## config.mk

```make
export PLATFORM = sky130hd
export DESIGN_NAME = uart_rx_param
export DESIGN_NICKNAME = d
export VERILOG_FILES = /design/src/rtl/uart_pkg.sv /design/src/rtl/uart_baud_tick.sv /design/src/rtl/uart_rx_param.sv
export SDC_FILE = /design/constraint.sdc
export NUM_CORES = 1
export LEC_CHECK = 0
export BUFFER_PORTS_ARGS = -buffer_cell sky130_fd_sc_hd__buf_2
export CORE_MARGIN = 10
export CORE_UTILIZATION = 55
export DETAILED_ROUTE_END_ITERATION = 8
export MAX_ROUTING_LAYER = met4
export PLACE_DENSITY = 0.72
export RECOVER_POWER = 100
export SLEW_MARGIN = 20
export SYNTH_ARGS = -nofsm -noshare
export SYNTH_HDL_FRONTEND = slang
export SYNTH_SLANG_ARGS = --single-unit
```

## constraint.sdc

```tcl
create_clock -name r_clk -period 3.35 [get_ports r_clk]
set_clock_uncertainty 0.2 [all_clocks]
set_input_delay 0.5025 -clock r_clk [delete_from_list [all_inputs] [get_ports r_clk]]
set_output_delay 0.5025 -clock r_clk [all_outputs]
set_load 0.01 [all_outputs]
```

## src/rtl/uart_pkg.sv

```systemverilog
// rtl/uart_pkg.sv - shared UART types, frame status constants and helpers
package uart_pkg;

  typedef enum logic [1:0] {PAR_NONE, PAR_EVEN, PAR_ODD} parity_mode_e;

  typedef enum logic [2:0] {IDLE, START, DATA, PARITY, STOP} rx_state_e;

  localparam logic PCKT_OK     = 1'b0;
  localparam logic PCKT_NOT_OK = 1'b1;

  function automatic logic maj3(input logic a, input logic b, input logic c);
    return (a & b) | (a & c) | (b & c);
  endfunction

endpackage

```

## src/rtl/uart_baud_tick.sv

```systemverilog
// rtl/uart_baud_tick.sv - free-running oversample tick, one r_clk pulse every DIV clocks
module uart_baud_tick #(
  parameter int CLK_HZ     = 32_000_000,
  parameter int BAUD       = 1_000_000,
  parameter int OVERSAMPLE = 16
) (
  input  logic r_clk,
  input  logic r_rst,
  output logic tick
);

  localparam int DIV = CLK_HZ / (BAUD * OVERSAMPLE);
  localparam int CW  = (DIV < 2) ? 1 : $clog2(DIV);

  if (DIV < 2) begin : g_err_div
    $error("uart_baud_tick: CLK_HZ/(BAUD*OVERSAMPLE) must be at least 2");
  end

  logic [CW-1:0] r_cnt;

  always_ff @(posedge r_clk) begin
    if (r_rst) begin
      r_cnt <= '0;
    end else if (r_cnt == CW'(DIV - 1)) begin
      r_cnt <= '0;
    end else begin
      r_cnt <= r_cnt + 1'b1;
    end
  end

  assign tick = (r_cnt == CW'(DIV - 1));

endmodule

```

## src/rtl/uart_rx_param.sv

```systemverilog
// rtl/uart_rx_param.sv - oversampling UART receiver with valid/ready holding register
// Optional 2-of-3 majority bit decision: UART_RX_MAJORITY_EN
module uart_rx_param
  import uart_pkg::*;
#(
  parameter int           CLK_HZ      = 32_000_000,
  parameter int           BAUD        = 1_000_000,
  parameter int           OVERSAMPLE  = 16,
  parameter int           DATA_BITS   = 8,
  parameter parity_mode_e PARITY_MODE = PAR_EVEN,
  parameter int           STOP_BITS   = 1
) (
  input  logic                 r_clk,
  input  logic                 r_rst,
  input  logic                 rx_in,
  output logic [DATA_BITS-1:0] rx_data,
  output logic                 rx_valid,
  input  logic                 rx_ready,
  output logic                 parity_err,
  output logic                 frame_err,
  output logic                 overrun_err,
  output logic                 busy
);

  localparam int SCW = $clog2(OVERSAMPLE);
  localparam logic [SCW-1:0] SC_LAST = SCW'(OVERSAMPLE - 1);

  if ((OVERSAMPLE % 2) != 0 || OVERSAMPLE < 4) begin : g_err_os
    $error("uart_rx_param: OVERSAMPLE must be even and at least 4");
  end
  if (DATA_BITS < 5 || DATA_BITS > 9) begin : g_err_db
    $error("uart_rx_param: DATA_BITS must be 5..9");
  end
  if (STOP_BITS < 1 || STOP_BITS > 2) begin : g_err_sb
    $error("uart_rx_param: STOP_BITS must be 1 or 2");
  end

  logic                 w_tick;
  rx_state_e            r_state, w_state_nxt;
  logic                 r_sync1, r_sync2;
  logic [SCW-1:0]       r_scnt;
  logic [3:0]           r_bcnt;
  logic [DATA_BITS-1:0] r_shift, r_data;
  logic                 r_perr, r_ferr, r_valid, r_perr_q, r_ferr_q, r_ovr, r_armed;
  logic                 w_bit, w_decide, w_bit_end, w_commit, w_par_bad, w_ferr_fin;

  uart_baud_tick #(
    .CLK_HZ    (CLK_HZ),
    .BAUD      (BAUD),
    .OVERSAMPLE(OVERSAMPLE)
  ) u_tick (
    .r_clk(r_clk),
    .r_rst(r_rst),
    .tick (w_tick)
  );

`ifdef UART_RX_MAJORITY_EN
  localparam logic [SCW-1:0] SC_DECIDE = SCW'(OVERSAMPLE / 2 + 1);
  logic r_s0, r_s1;

  always_ff @(posedge r_clk) begin
    if (r_rst) begin
      r_s0 <= 1'b1;
      r_s1 <= 1'b1;
    end else if (w_tick) begin
      if (r_scnt == SCW'(OVERSAMPLE / 2 - 1)) r_s0 <= r_sync2;
      if (r_scnt == SCW'(OVERSAMPLE / 2)) r_s1 <= r_sync2;
    end
  end

  assign w_bit = maj3(r_s0, r_s1, r_sync2);
`else
  localparam logic [SCW-1:0] SC_DECIDE = SCW'(OVERSAMPLE / 2);
  assign w_bit = r_sync2;
`endif

  assign w_decide   = w_tick && (r_scnt == SC_DECIDE);
  assign w_bit_end  = w_tick && (r_scnt == SC_LAST);
  assign w_par_bad  = (^r_shift) ^ w_bit ^ (PARITY_MODE == PAR_ODD);
  assign w_ferr_fin = r_ferr | ~w_bit;

  always_ff @(posedge r_clk) begin
    if (r_rst) r_state <= IDLE;
    else       r_state <= w_state_nxt;
  end

  // Commit happens at the last stop decision so the next start edge is never missed
  always_comb begin
    w_state_nxt = r_state;
    w_commit    = 1'b0;
    case (r_state)
      IDLE:   if (w_tick && r_armed && !r_sync2) w_state_nxt = START;
      START: begin
        if (w_decide && w_bit)  w_state_nxt = IDLE;
        else if (w_bit_end)     w_state_nxt = DATA;
      end
      DATA: begin
        if (w_bit_end && r_bcnt == 4'(DATA_BITS - 1))
          w_state_nxt = (PARITY_MODE == PAR_NONE) ? STOP : PARITY;
      end
      PARITY: if (w_bit_end) w_state_nxt = STOP;
      STOP: begin
        if (w_decide && r_bcnt == 4'(STOP_BITS - 1)) begin
          w_state_nxt = IDLE;
          w_commit    = 1'b1;
        end
      end
      default: w_state_nxt = IDLE;
    endcase
  end

  always_ff @(posedge r_clk) begin
    if (r_rst) begin
      r_sync1  <= 1'b1;
      r_sync2  <= 1'b1;
      r_scnt   <= '0;
      r_bcnt   <= '0;
      r_shift  <= '0;
      r_perr   <= PCKT_OK;
      r_ferr   <= PCKT_OK;
      r_data   <= '0;
      r_valid  <= 1'b0;
      r_perr_q <= PCKT_OK;
      r_ferr_q <= PCKT_OK;
      r_ovr    <= 1'b0;
      r_armed  <= 1'b1;
    end else begin
      r_sync1 <= rx_in;
      r_sync2 <= r_sync1;
      r_ovr   <= 1'b0;

      if (r_state == IDLE || w_state_nxt == IDLE) r_scnt <= '0;
      else if (w_bit_end)                         r_scnt <= '0;
      else if (w_tick)                            r_scnt <= r_scnt + 1'b1;

      if (w_state_nxt != r_state) r_bcnt <= '0;
      else if (w_bit_end)         r_bcnt <= r_bcnt + 1'b1;

      if (r_state == IDLE) begin
        r_perr <= PCKT_OK;
        r_ferr <= PCKT_OK;
      end
      if (r_state == DATA && w_decide)            r_shift <= {w_bit, r_shift[DATA_BITS-1:1]};
      if (r_state == PARITY && w_decide)          r_perr  <= w_par_bad;
      if (r_state == STOP && w_decide && !w_bit)  r_ferr  <= PCKT_NOT_OK;

      if (w_commit) begin
        if (!r_valid || rx_ready) begin
          r_data   <= r_shift;
          r_perr_q <= r_perr;
          r_ferr_q <= w_ferr_fin;
          r_valid  <= 1'b1;
        end else begin
          r_ovr <= 1'b1;
        end
      end else if (r_valid && rx_ready) begin
        r_valid <= 1'b0;
      end

      // A break (all-zero data with bad stop) disarms until the line goes idle again
      if (w_commit && w_ferr_fin && r_shift == '0) r_armed <= 1'b0;
      else if (w_tick && r_sync2)                  r_armed <= 1'b1;
    end
  end

  assign rx_data     = r_data;
  assign rx_valid    = r_valid;
  assign parity_err  = r_perr_q;
  assign frame_err   = r_ferr_q;
  assign overrun_err = r_ovr;
  assign busy        = (r_state != IDLE);

endmodule

```

After elaboration in Yosys (flattened, before gate mapping):

Cells that the tools add are included.

* bits in registers: 37
* latch bits: 0
* bits in writable memories: 0
* memory bits (read-only): 0
* input bits: 4
* output and inout port bits: 13
* logic and storage cells: 84
* memories kept: 0

* add/sub/neg operators: 3
* multipliers: 0
* divide/modulo/power cells: 0
* $lt $le $gt $ge: 0
* eq/ne operators: 9
* shift operators: 0
* muxes and demuxes: 18
* bitwise gates (word level): 4
* reductions and logical operators: 35

Operators with widths (number)
* 3-bit 2-to-1 mux: 6
* 1-bit logical AND: 15
* 3-bit case mux with 5 select lines: 1
* 1-bit 2-to-1 mux: 11
* 4-bit by 1-bit adder with 4-bit output, second input constant: 2
* 4-bit == test, second input constant: 2
* 8-bit logical NOT: 1
* 2-bit nonzero test: 4
* 8-bit XOR reduction: 1
* 3-bit by 2-bit == test with 1-bit output, second input constant: 2
* 3-bit logical NOT: 2
* 2-bit OR reduction: 3
* 4-bit by 3-bit == test with 1-bit output, second input constant: 1
* 4-bit logical NOT: 1
* 2-bit AND reduction: 2
* 3-bit by 1-bit == test with 1-bit output, second input constant: 1
* 3-bit == test, second input constant: 1
* 3-bit != test: 1
* 3-bit nonzero test: 1
* 3-bit OR reduction: 1
* 1-bit logical NOT: 2
* 1-bit logical OR: 2
* 2-bit by 1-bit != test with 1-bit output, second input constant: 1
* 1-bit inverter: 2
* other kinds (3): 3

Longest topological paths before layout:

Gate-level depths: netlist (run 1).

* depth after elaboration: 8
* mapped depth: 8
* depth with buffers taken out: 6

Modules after synthesis:

Synthesis (run 1) repeated with hierarchy kept, for this count alone.

* cells, all modules: 183
* area total of the unflattened synthesis: 1712.9 µm²

Modules (own cells, without submodules)
* uart_rx_param: instances 1, cells each 181, area an instance 1689.1 µm², seq. area each 720.7 µm²
* uart_baud_tick: instances 1, cells each 2, area an instance 23.8 µm², seq. area each 20.0 µm²

Least setup slack after synthesis (run 1):

Ideal clock, no wire load.

* path type: reg2reg
* start: register r_scnt[0]
* end: register r_ferr_q (netlist: frame_err)
* setup time: 0.063 ns
* arrival: 1.508 ns
* required time: 3.087 ns
* setup slack: 1.579 ns
* cell stages (with the launch flop): 9
* path buffers: 2
* clock period less this slack: 1.771 ns
* cell sequence: dfxtp_1 > inv_1 > ha_1 > and4b_1 > buf_2 > nand4_2 > buf_6 > mux2_4 > nor2_2

* word-level cells in the longest chain between the ends: 6

Ends and longest elaborated chain
* from (decl): line uart_rx_param.sv:41 `logic [SCW-1:0] r_scnt;`
* from (signal assigned): line uart_rx_param.sv:134 `else if (w_tick) r_scnt <= r_scnt + 1'b1;`
* 4-bit == test: line uart_rx_param.sv:77 `assign w_decide = w_tick && (r_scnt == SC_DECIDE);`
* 1-bit logical AND: line uart_rx_param.sv:77
* 1-bit logical AND: line uart_rx_param.sv:103 `if (w_decide && r_bcnt == 4'(STOP_BITS - 1)) begin`
* 1-bit 2-to-1 mux: line uart_rx_param.sv:103
* 1-bit 2-to-1 mux: line uart_rx_param.sv:91 `case (r_state)`
* 2-bit AND reduction (no line)
* to (signal assigned): line uart_rx_param.sv:151 `r_ferr_q <= w_ferr_fin;`
* to (decl): line uart_rx_param.sv:44 `logic r_perr, r_ferr, r_valid, r_perr_q, r_ferr_q, r_ovr, r_armed;`

Every way passes these cells.
A chain may end at the register's enable or synchronous reset.

Final worst setup path (run 1):

* start: register r_state[1]
* end: register r_bcnt[1]

* word-level cells in the longest chain between the ends: 5
* elaborated cells on any way between the ends: 14
* classes of those cells: eq/ne (5); mux (7); reduce/logical (2)

Ends and longest elaborated chain
* from (decl): line uart_rx_param.sv:39 `rx_state_e r_state, w_state_nxt;`
* from (signal assigned): line uart_rx_param.sv:84 `else r_state <= w_state_nxt;`
* 3-bit 2-to-1 mux: line uart_rx_param.sv:95 `else if (w_bit_end) w_state_nxt = DATA;`
* 3-bit 2-to-1 mux: line uart_rx_param.sv:94 `if (w_decide && w_bit) w_state_nxt = IDLE;`
* 3-bit case mux with 5 select lines: line uart_rx_param.sv:91
* 3-bit != test (*): line uart_rx_param.sv:136 `if (w_state_nxt != r_state) r_bcnt <= '0;`
* 2-bit OR reduction (no line) (*)
* to (signal assigned): line uart_rx_param.sv:137 `else if (w_bit_end) r_bcnt <= r_bcnt + 1'b1;`
* to (decl): line uart_rx_param.sv:42 `logic [3:0] r_bcnt;`

Mark *: on every way between the ends. The rest lies on a longest branch, timed or not.

==> results of run 1 <==
==> per-layer routing <==
| layer | share of wire [%] | vias to the layer above |
|---|---|---|
| met2 | 46 | 28 |
| met1 | 49 | 640 |
| met3 | 4.2 | 4 |
| li1 | - | 702 |
| met4 | 0.88 | 0 |
| met5 | 0 | - |
==> through the flow <==
| stage | hold slack (ps) | instance area [µm²] | power (mW) | util, % |
|---|---|---|---|---|
| after floorplan | 189 | 1750 | 0.471 | - |
| after global placement | 197 | 1830 | 0.475 | 60.1 |
| after detailed placement | 203 | 1830 | 0.476 | 60.1 |
| after CTS | 130 | 1890 | 0.692 | 61.8 |
| after global routing | 131 | 1850 | 0.717 | 60.5 |
| final | 147 | 1850 | 0.682 | 60.5 |
==> cells in the mapped netlist (5+ instances only) <==
cell type	number	area, µm²
ha_1	8	100
o21ai_0	5	25.0
buf_2	5	25.0
a21oi_1	17	85.1
dfxtp_1	37	741
nor2_1	14	52.6
nor3_1	9	45.0
inv_1	18	67.6
nand4_1	6	37.5
nand2_1	15	56.3
nand3_1	15	75.1
mux2i_1	9	90.1
==> registers in the layout, indices dropped and copies added, names as in the netlist <==
name and count:
r_scnt 4, r_armed 1, r_state 3, frame_err 1, r_bcnt 4, parity_err 1
r_ferr 1, rx_valid 1, overrun_err 1, r_perr 1, r_sync1 1, rx_data 8
r_sync2 1, u_tick.tick 1, r_shift 8
==> report_power, final <==
| part | internal [mW] | switching (mW) | total (mW) |
|---|---|---|---|
| Combinational | 0.00701 | 0.0117 | 0.0187 |
| Clock | 0.0800 | 0.137 | 0.217 |
| Sequential | 0.442 | 0.00438 | 0.446 |
==> final timing paths <==
check              end  slack [ps]  cells past startpoint
max          r_bcnt[1]         750                      4
min            r_sync1         150                      2
max reg2reg  r_bcnt[1]         750                      4
min reg2reg    r_sync2         230                      1
==> cell families (layout without fill, tap and decap cells) <==
| group | after synthesis | in the layout | share of synthesized area (%) |
|---|---|---|---|
| buffers and inverters | 28 | 43 | 7.02 |
| adders and majority gates | 8 | 8 | 5.73 |
| AOI/OAI and AO/OA | 30 | 30 | 9.96 |
| xor gates and xnor gates | 9 | 9 | 5.30 |
| DFF | 37 | 37 | 42.4 |
| muxes | 10 | 10 | 6.02 |
| and+or+nand+nor | 74 | 74 | 23.6 |
==> cell type report <==
cell class | count | area share [%]
clock buffers | 6 | 2.24
clock inverters | 2 | 0.542
inverters | 18 | 3.66
multi-input cells | 131 | 46.7
flip-flops and latches | 37 | 40.1
well taps | 44 | 2.98
repair buffers | 17 | 3.79
==> cells in the final DEF (no fill, tap or decap), types with 4 or more instances in the layout <==
cell	netlist	layout
nand3_1	15	15
dfxtp_1	37	37
nand4_1	6	7
nor2_1	14	14
a21oi_1	17	17
mux2i_1	9	9
nand2_1	15	15
ha_1	8	8
xor2_1	4	4
clkbuf_1	2	15
o21ai_0	5	5
inv_1	18	18
xnor2_1	4	4
clkbuf_4	0	5
nor3_1	9	9
==> run metrics, run 1 <==
DRC Markers 0; Synth Warn # 0; antenna violations before repair 0; CP Buf/Inv Count 0; fill cell count approximately 290; highest net fanout along the worst path 10; footprint of the multi-input gates ~860 µm²; # clock sinks 37; Synth Instances a little under 200; Die ar. roughly 5800 µm²; largest net degree at the start of global routing 32; WL/cell around 13 µm; Rel. slew slack between 10% and 20%; hold path startpoint rx_in; I/O Buffers 16; area growth from synthesis to final layout 5.73%; clock slew at the register clock pins of the worst setup and hold paths roughly 110 ps; # setup viols final 0; final WL approximately 3300 µm; CP peak stage delay between 900 and 1000 ps; Primary FF master, synth dfxtp_1; Worst Setup Start Kind flip-flop; number of vias per cell 5.39; die width roughly 76 µm; Starting Density 57.2%; share of cells above drive strength 1 approximately 7.6%; total CTS buffers 5; M2 GR Usage between 15 and 20%; CTS tree yes; Max IR drop VDD ~0.26 mV; antenna cell count 0; CP top delay family simple AND/OR/NAND/NOR gates; register area ~740 µm²; power density cells 369 nW/µm²; number of hold buffers added after CTS 0; Root Driver clkbuf_4; worst-margin pin slew ~1300 ps; Leak about 0.70 nW; core area between 3000 and 4000 µm²; final cycle utilization of the critical path 77.6%; Top Ports 17; Max Fclk a little under 0.4 GHz; Async SR Flop Fraction 0%; Final TNS setup 0 ps; Final WS setup between 700 and 800 ps; H-tree depth 2; reg2reg start r_state[1]; DRT Pass-1 Iters 4; CP cell instances nor3b_1, nand4_1, a31oi_1, nor3_1; status finished clean; post-route insts no fill about 260; Distinct cells, synth 39; Total Nets Final around 220; Placement Rows 20; Worst EP arrival ~2600 ps; EDFF count, synth 0; gp weighted congestion around 0.81; CP max stage cell nor3b_1; Synth Area per Inst slightly below 9 µm²; Overall Global Routing Usage a little under an eighth; met3 Use GR ~3.4%; Tmin final about 2600 ps; gr busiest metal met2; antenna-violating nets left 0; worst slack, placed approximately 1200 ps; Die Y around 76 µm; Post-CTS Resized 0; CTS max path bufs 2; Setup Crit Path Kind flip-flop to flip-flop; vias in the first global route roughly 1,300; post-synth net total ~210; Worst Hold Class input port to flip-flop; Vias between 1,000 and 1,500; grt total ovfl 0; post-synthesis register bit count 37; Final Hold Vio Count 0; Final HPWL DP around 2400 µm; Worst setup EP type flip-flop; worst-skew pair later-pin latency between 300 and 400 ps; synthesized cell area 1750 µm²; Max Slew Vio Count 0; drt first-iter violations 58; max_cap viols 0; RSZ-0062 raised after global routing false; Seq/Total Area, Yosys 42.4%; CP Launch Point r_state[1]; M1 GR Usage between 10% and 20%; Worst EP required between 3000 and 4000 ps; wire length of the first global-routing pass around 5600 µm; Placed Cells 247; number of post-CTS setup repair buffers 0
(Power assumes the default switching activity.)
==> run 2, diff against run 1 <==
Settings changed: CORE_UTILIZATION 55 to 52, PLACE_DENSITY 0.72 to 0.71.
Clock period 3.35 ns to 2.09 ns, I/O delays scaled along.
==> run 2 against run 1 <==
Net effect: fmax rose by 35%; utilization rose by 2.4 points; register-to-register slack got worse by 590 ps; sequential power rose by 60%; critical endpoint is now rx_data[6]; largest power group unchanged.
==> run metrics, run 2 (same netlist as run 1, synthesis figures left out) <==
CP Buf/Inv Count 2 (+2); CP peak stage delay 410 ps (-500 ps); DRC Markers 0 (unchanged); Starting Density 55.8% (-1.4 points); CP max stage cell dfxtp_1; drt first-iter violations 151 (+160%); Rel. slew slack 11.7% (-3.0 points); area growth from synthesis to final layout 12.6%; Max Slew Vio Count 0 (unchanged); Final HPWL DP 2650 µm (+9.3%); Leak 0.769 nW (+10%); most common cell after layout, fill and taps aside dfxtp_1; fill cell count 294 (+2.4%); total power draw 1.36 mW (+100%); status finished clean; footprint of the multi-input gates 877 µm² (+1.7%); CTS tree yes; highest-count cells in the layout ignoring fill and taps dfxtp_1 (37), inv_1 (18), a21oi_1 (17), nand3_1 (15), nand2_1 (15); I/O Buffers 16 (unchanged); Max Fclk 0.520 GHz (+35%); RSZ-0062 raised after global routing false; Tmin final 1920 ps (-674 ps); Root Driver clkbuf_4; Total Nets Final 229 (+3.2%); Post-CTS Resized 0 (unchanged); # clock sinks 37 (unchanged); wire length of the first global-routing pass 6180 µm (+11%); r2r setup slk 170 ps (-590 ps); CP cell instances inv_1, ha_1, and4b_1, nand4_1, clkbuf_2, mux2i_1, nor2_1; die width 78.0 µm (+2.1%); Setup Crit Path Kind flip-flop to flip-flop; hold path startpoint rx_ready; number of vias per cell 5.39 (about the same); post-route insts no fill 262 (+2.7%); worst-skew pair later-pin latency 350 ps (+20 ps); power density cells 693 nW/µm² (+88%); Die ar. 6080 µm² (+4.2%); final cycle utilization of the critical path 92.1% (+15 points); reg2reg start r_scnt[0]; Max IR drop VDD 0.617 mV (+130%); max_cap viols 0 (unchanged); DRT Pass-1 Iters 4 (unchanged); number of post-CTS setup repair buffers 0 (unchanged); CTS max path bufs 2 (unchanged); # setup viols final 0 (unchanged); clock slew at the register clock pins of the worst setup and hold paths 110 ps (about the same); Final Hold Vio Count 0 (unchanged); vias in the first global route 1,354 (+5.9%); CP top delay family simple AND/OR/NAND/NOR gates; grt total ovfl 0 (unchanged); share of cells above drive strength 1 11.9% (+4.3 points); final WL 3540 µm (+7.7%); hold endpoint overrun_err; Top Ports 17 (unchanged); RR Endpoint rx_data[6]; Worst setup EP type flip-flop; Worst EP arrival 1920 ps (-680 ps); Die Y 78.0 µm (+2.1%); Overall Global Routing Usage 12.6% (+0.91 points); largest net degree at the start of global routing 32 (unchanged); Worst Setup Start Kind flip-flop; highest net fanout along the worst path 5 (-5); core area 3130 µm² (+2.5%); Worst EP required 2080 ps (-1270 ps); worst-margin pin slew 1320 ps (+45.1 ps); H-tree depth 2 (unchanged); antenna violations before repair 0 (unchanged); total CTS buffers 5 (unchanged); hold path cells 3 (+1); R2R depth 7 (+3); Placed Cells 253 (+2.4%); Final TNS setup 0 ps (unchanged); antenna cell count 0 (unchanged); gp weighted congestion 0.818 (+0.68%); antenna-violating nets left 0 (unchanged); Vias 1,412 (+2.8%); register area 741 µm² (unchanged); Placement Rows 20 (unchanged); Worst Hold Class input port to flip-flop; WL/cell 13.5 µm (+4.9%)
[run 2: cell count changes in the layout (fill, tap and decap cells not counted), sizes merged]
cell	delta
buf	+6
clkbuf	-1
dlygate4sd3	+1
bufinv	+2
clkinv	-1
[run 2: area by class of cell]
cell class	count	share of cell area [%]
clock buffers	5	1.91
clock inverters	3	3.31
inverters	18	3.44
multi-input cells	131	44.6
flip-flops and latches	37	37.7
well taps	44	2.80
repair buffers	24	6.30
[run 2: per-stage QoR]
step	setup WS (ps)	hold slack [ps]	area [µm²]	util, %
after floorplan	319	189	1750	-
after global placement	286	192	1880	60.1
after detailed placement	205	203	1880	60.1
after CTS	187	120	1990	63.7
after global routing	7.22	98.1	1970	62.9
final	165	117	1970	62.9
[run 2: where the power goes]
part           internal [mW]  switching [mW]  leakage, nW
combinational         0.0142          0.0217        0.415
clock                  0.370           0.243       0.0552
sequential             0.709         0.00591        0.299
[run 2: tightest hold or removal path, delay by kind of cell]
| kind | cells | cell delay (ps) |
|---|---|---|
| simple gates | 2 | 230 |
| buf+inv | 1 | 70 |
[run 2: worst max-delay path by stage]
stage | from | end | slack (ps) | cells past startpoint
after floorplan | r_scnt[0] | frame_err | 320 | 8
after global placement | r_shift[6] | r_perr | 290 | 6
after detailed placement | r_shift[6] | r_perr | 210 | 6
after CTS | r_shift[6] | r_perr | 190 | 6
after global routing | r_state[0] | busy | 7 | 3
final | r_scnt[0] | rx_data[6] | 170 | 7
[run 2: per-layer routing]
layer | global-route usage [%] | part of all wire [%] | up-vias
met1 | 14.8 | 47 | 658
li1 | - | - | 717
met2 | 19.2 | 47 | 32
met5 | - | 0 | -
met3 | 5.76 | 5.6 | 5
met4 | 3.05 | 0.76 | 0
[run 2: timing repair]
item | CTS | global route
setup endpoints to repair | 0 | 0
endpoints found under the hold margin | 1 | 0
hold buffers | 1 | 0
